--- src/rtl/uart_rx_fsm.sv ---
// 8N1 UART receive controller: synchronises rx, frames the byte using the
// external bit-timing counter's mid-bit pulse, and holds it on a valid/ready register.
module uart_rx_fsm #(
  parameter int DATA_BITS   = 8,
  parameter int SYNC_STAGES = 2
) (
  input  logic                 clk,
  input  logic                 rstn,
  input  logic                 rx,
  input  logic                 half_bit_flag,
  output logic                 cnt_reset,
  output logic [DATA_BITS-1:0] rx_data,
  output logic                 rx_valid,
  input  logic                 rx_ready,
  output logic                 rx_busy,
  output logic                 frame_err,
  output logic                 overrun
);

  localparam int IDX_W = (DATA_BITS > 1) ? $clog2(DATA_BITS) : 1;
  localparam logic [IDX_W-1:0] LAST_IDX = IDX_W'(DATA_BITS - 1);

  // Output handshake: a byte transfers on every clk where rx_valid & rx_ready;
  // rx_data is stable whenever rx_valid is high and is never withdrawn unaccepted.

  typedef enum logic [1:0] {IDLE, START, DATA, STOP} state_t;

  state_t                 state, state_n;
  logic [SYNC_STAGES-1:0] sync_q;
  logic                   rx_s, rx_d, start_edge;
  logic [DATA_BITS-1:0]   shift_reg;
  logic [IDX_W-1:0]       bit_idx;
  logic                   byte_done, stop_err;

  assign rx_s       = sync_q[SYNC_STAGES-1];
  assign start_edge = rx_d & ~rx_s;
  assign cnt_reset  = (state == IDLE);
  assign rx_busy    = (state != IDLE);

  // Flops preset to the idle-high line level so reset never fakes a start edge.
  always_ff @(posedge clk) begin
    if (!rstn) begin
      sync_q <= '1;
      rx_d   <= 1'b1;
    end else begin
      sync_q <= {sync_q[SYNC_STAGES-2:0], rx};
      rx_d   <= rx_s;
    end
  end

  always_ff @(posedge clk) begin
    if (!rstn) state <= IDLE;
    else       state <= state_n;
  end

  always_comb begin
    state_n   = state;
    byte_done = 1'b0;
    stop_err  = 1'b0;
    case (state)
      IDLE:  if (start_edge) state_n = START;
      START: if (half_bit_flag) state_n = rx_s ? IDLE : DATA;
      DATA:  if (half_bit_flag && (bit_idx == LAST_IDX)) state_n = STOP;
      STOP: begin
        if (half_bit_flag) begin
          state_n   = IDLE;
          byte_done = rx_s;
          stop_err  = ~rx_s;
        end
      end
      default: state_n = IDLE;
    endcase
  end

  always_ff @(posedge clk) begin
    if (!rstn) begin
      shift_reg <= '0;
      bit_idx   <= '0;
    end else if (half_bit_flag) begin
      if (state == START) bit_idx <= '0;
      if (state == DATA) begin
        shift_reg <= {rx_s, shift_reg[DATA_BITS-1:1]};
        bit_idx   <= (bit_idx == LAST_IDX) ? '0 : bit_idx + 1'b1;
      end
    end
  end

  // A completing byte wins over a same-cycle accept, so rx_valid stays high.
  always_ff @(posedge clk) begin
    if (!rstn) begin
      rx_data   <= '0;
      rx_valid  <= 1'b0;
      frame_err <= 1'b0;
      overrun   <= 1'b0;
    end else begin
      frame_err <= stop_err;
      overrun   <= 1'b0;
      if (byte_done) begin
        if (!rx_valid || rx_ready) begin
          rx_data  <= shift_reg;
          rx_valid <= 1'b1;
        end else begin
          overrun <= 1'b1;
        end
      end else if (rx_valid && rx_ready) begin
        rx_valid <= 1'b0;
      end
    end
  end

endmodule
--- config.mk ---
export PLATFORM = sky130hd
export DESIGN_NAME = uart_rx_fsm
export DESIGN_NICKNAME = d
export VERILOG_FILES = /design/src/rtl/uart_rx_fsm.sv
export SDC_FILE = /design/constraint.sdc
export NUM_CORES = 1
export LEC_CHECK = 0
export ABC_CLOCK_PERIOD_IN_PS = 1600
export BUFFER_PORTS_ARGS = -buffer_cell sky130_fd_sc_hd__buf_2
export CAP_MARGIN = 20
export CORE_UTILIZATION = 41
export DETAILED_ROUTE_END_ITERATION = 12
export PLACE_DENSITY = 0.61
export SLEW_MARGIN = 10
export SYNTH_ARGS = -nofsm -noshare
export SYNTH_HDL_FRONTEND = slang
export SYNTH_SLANG_ARGS = --single-unit
--- constraint.sdc ---
create_clock -name clk -period 1.6 [get_ports clk]
set_clock_uncertainty 0.2 [all_clocks]
set_input_delay 0.32 -clock clk [delete_from_list [all_inputs] [get_ports clk]]
set_output_delay 0.32 -clock clk [all_outputs]
set_load 0.01 [all_outputs]
# Word level (Yosys, flattened, before mapping)
# Cells that the tools add are included.
dict set report classes {
  mux 15
  bitwise_logic 2
  n_addsub 1
  n_eq_ne 9
  n_reduce_logical 15
}
# op n
set op_table {}
lappend op_table {{2-to-1 mux 2 bit} 5}
lappend op_table {{AND reduction 2 bit} 5}
lappend op_table {{2-to-1 mux 3 bit} 3}
lappend op_table {{case mux 2 bit (4 select lines)} 1}
lappend op_table {{2-to-1 mux 1 bit} 6}
lappend op_table {{inequality test 2 bit, second input constant} 3}
lappend op_table {{nonzero test 2 bit} 3}
lappend op_table {{== test 2 bit, second input constant} 2}
lappend op_table {{inequality test 2 x 1 -> 1 bit, second input constant} 2}
lappend op_table {{AND reduction 4 bit} 1}
lappend op_table {{adder 3 x 1 -> 3 bit, second input constant} 1}
lappend op_table {{== test 3 bit, second input constant} 1}
lappend op_table {{AND reduction 3 bit} 1}
lappend op_table {{== test 2 x 1 -> 1 bit, second input constant} 1}
lappend op_table {{logical AND 1 bit} 2}
lappend op_table {{zero test 2 bit} 1}
lappend op_table {{AND 1 bit} 1}
lappend op_table {{zero test 1 bit} 1}
lappend op_table {{logical OR 1 bit} 1}
lappend op_table {{NOT 1 bit} 1}
dict set report word_totals {
  out_inout_bits 13
  in_bits 5
  elab_cells 51
  reg_bits 27
}

# Depth between registers and ports, before layout
dict set report logic_depth {
  depth_word 4
  mapped_depth 6
  ltp_nobuf 6
}

# Least setup slack after synthesis
# OpenSTA, ideal clock, no wires.
dict set report synth_timing {
  path_kind {register to register}
  start {reg state[0]}
  end {reg with a tool-made name}
  required_time_ps 1282
  period_less_slack_ps 1489
  t_arrival_ps 1171
  n_path_buf 0
  setup_time_ps 118
  path_slack_ps 111
  path_stages_with_launch 7
  cell_sequence {dfxtp_1 -> inv_1 -> ha_1 -> nor3_1 -> o221a_2 -> nand2_1 -> mux2i_1}
}
# element line
set synth_lines {}
lappend synth_lines {{start: declaration} 28} ;# state_t state, state_n;
lappend synth_lines {{start signal: assignment} 53} ;# else state <= state_n;

==> run metrics <==
Max-Cap Viols 0; Chip Height 54.5 um; Util after Layout 0.544; Fill cells ~230; TritonCTS Sinks 27; Min-Delay Path Class in -> reg; vias in the first global route just under 800; Avg Vias per Cell between 5 and 6; Core Area between 2000 and 3000 sq um; met1 wire length just over 1000 um; Die ar. between 2000 and 3000 sq um; via count 855; synth unique cells 22; DR WL met2 973 um; relative slew slack 0.741; PortBufs 17; H-tree levels 1; Final HPWL DP around 1400 um; first-pass GRT wire length 3420 um; fin crit period between 1.5 and 2 ns; share of layout cells above drive strength 1 0.297; Detail Route Antenna Nets 0; GRT Residual Overflow 0; DR iter-0 viols 16; Mapped Nets about 130; ANT cells 0; drt total wl 2090 um; final setup violating endpoints 1; max-slew violations 0; Max IR drop VDD 0.531 mV; final RePlAce weighted congestion between 0.6 and 0.7; number of iterations in the first detailed-routing pass 4; critical path required time 1.08 ns; Initial Util 0.444; CTS Root Cell clkbuf_4; footprint of the multi-input gates around 610 sq um; Max Clock Freq ~620 MHz; synth warn 0; Final Hold Vio Count 0; outcome finished with violations; PD cells between 800 and 900 nW/um^2; Post-Synthesis Cell Area about 1100 sq um; Rows 18; Total Power 0.00114 W; Mapped Cells around 120; crit end category output port; Final WS setup -0.0137 ns; worst-margin pin slew approximately 0.39 ns; Ports 18; Area growth syn-to-layout 22.5%; initial antenna violation count 0; CTS Buf Count 3; register bit total from synthesis 27; Final #Nets 150; Top Layer Used met4; Critical Path AT 1.09 ns; final worst-path cycle share 1.01; largest net degree at the start of global routing 28; Synth Area per Inst 9.82 sq um; crit start category register; clk_lat worst skew around 0.32 ns; clock buffer depth 2; met3 wire length around 66 um; die width about 54 um; Hold WS roughly 0.084 ns; mean routed wirelength per cell 12.4 um; failing checks setup timing; Post-Place Cell Area ~1300 sq um; All-Layer GR Usage 0.161; post-route cell area between 1000 and 1500 sq um; RSZ-0062 raised after global routing yes; LEAKAGE ~0.52 nW; CTS tree built; Sequential Area about 550 sq um; # DRC 0; Crit Path Class reg -> out; Clk pin slew, worst setup/hold paths 0.15 ns; sequential-to-total area share from yosys stat 0.478; CP max FO 3
metrics by stage:
step / setup WS, ns / instances / setup TNS [ns]
final: -0.0137 / 168 / -0.0137
after detailed placement: -0.0344 / 161 / -0.182
after floorplan: 0.111 / 115 / 0
after CTS: -0.00625 / 168 / -0.00625
after global routing: -0.0508 / 168 / -0.271
after global placement: 0.0241 / 161 / 0
synthesized netlist by cell type:
cell type	instances	area share
a21boi_0	10	0.066
a21oi_1	1	0.0044
and2b_1	1	0.0066
buf_2	1	0.0044
clkbuf_1	3	0.010
dfxtp_1	27	0.48
ha_1	6	0.066
inv_1	3	0.010
mux2i_1	9	0.080
nand2_1	16	0.053
nand2b_1	4	0.022
nand3_1	8	0.035
nand3_4	1	0.016
nand3b_1	1	0.0066
nand4_1	2	0.011
nor2_1	4	0.013
nor2_8	1	0.018
nor2b_1	12	0.066
nor3_1	2	0.0089
o211a_1	1	0.0089
o21ai_0	1	0.0044
o221a_2	1	0.010
metal layers:
layer	track usage	vias up
met5	0	-
met2	0.260	14
li1	-	434
met1	0.201	403
met4	0.0812	0
met3	0.0333	4
area by class of cell:
class / count / share of cell area
well taps: 30 / 0.0271
inverters: 3 / 0.0136
repair buffers: 23 / 0.100
flip-flops and latches: 27 / 0.397
multi-input cells: 81 / 0.440
clock buffers: 3 / 0.0163
clock inverters: 1 / 0.00542
cell usage in the layout (no fill, tap or decap), types with 3 or more instances in the layout:
cell | netlist | layout
a21boi_0 | 10 | 10
buf_2 | 1 | 16
buf_4 | 0 | 5
clkbuf_4 | 0 | 3
dfxtp_1 | 27 | 24
ha_4 | 0 | 3
inv_4 | 0 | 3
mux2i_1 | 9 | 9
nand2_1 | 16 | 15
nand2b_1 | 4 | 4
nand3_1 | 8 | 8
nor2_1 | 4 | 4
nor2b_1 | 12 | 12
worst max-delay path: stages, from the launching register on:
cell and delay (ns):
dfxtp_4 0.39, inv_4 0.07, ha_4 0.16, inv_4 0.04, buf_6 0.11
final timing paths:
kind,slack (ns),to,depth (start not counted),start
min,0.08,frame_err,3,half_bit_flag
max reg2reg,0.03,register,6,state[0]
min reg2reg,0.23,sync_q[1],1,sync_q[0]
max,-0.01,rx_busy,4,register
logic make-up (layout without fill, tap and decap cells):
kind of cell / after synthesis / count (layout) / share of synthesized area
adders and majority gates: 6 / 6 / 0.0664
buffers and inverters: 7 / 30 / 0.0244
muxes: 9 / 9 / 0.0797
AOI/OAI and AO/OA: 14 / 14 / 0.0941
and+or+nand+nor: 52 / 52 / 0.257
DFF: 27 / 27 / 0.478
where the power goes:
part / internal (W) / leakage [nW] / switching, W
sequential: 0.000681 / 0.220 / 0.00000948
clock: 0.0000953 / 0.0139 / 0.000202
combinational: 0.0000739 / 0.287 / 0.0000751
total: 0.000850 / 0.521 / 0.000287
what timing repair did:
| action | in CTS | in global routing |
|---|---|---|
| endpoints found under the setup margin | 11 | 7 |
| endpoints found under the hold margin | 1 | 0 |
| gates resized for setup | 16 | 5 |
| pin swaps | 2 | 1 |
| hold buffers | 1 | 0 |
| setup buffers | 2 | 0 |
No activity file was read; power rests on OpenSTA's default activity.
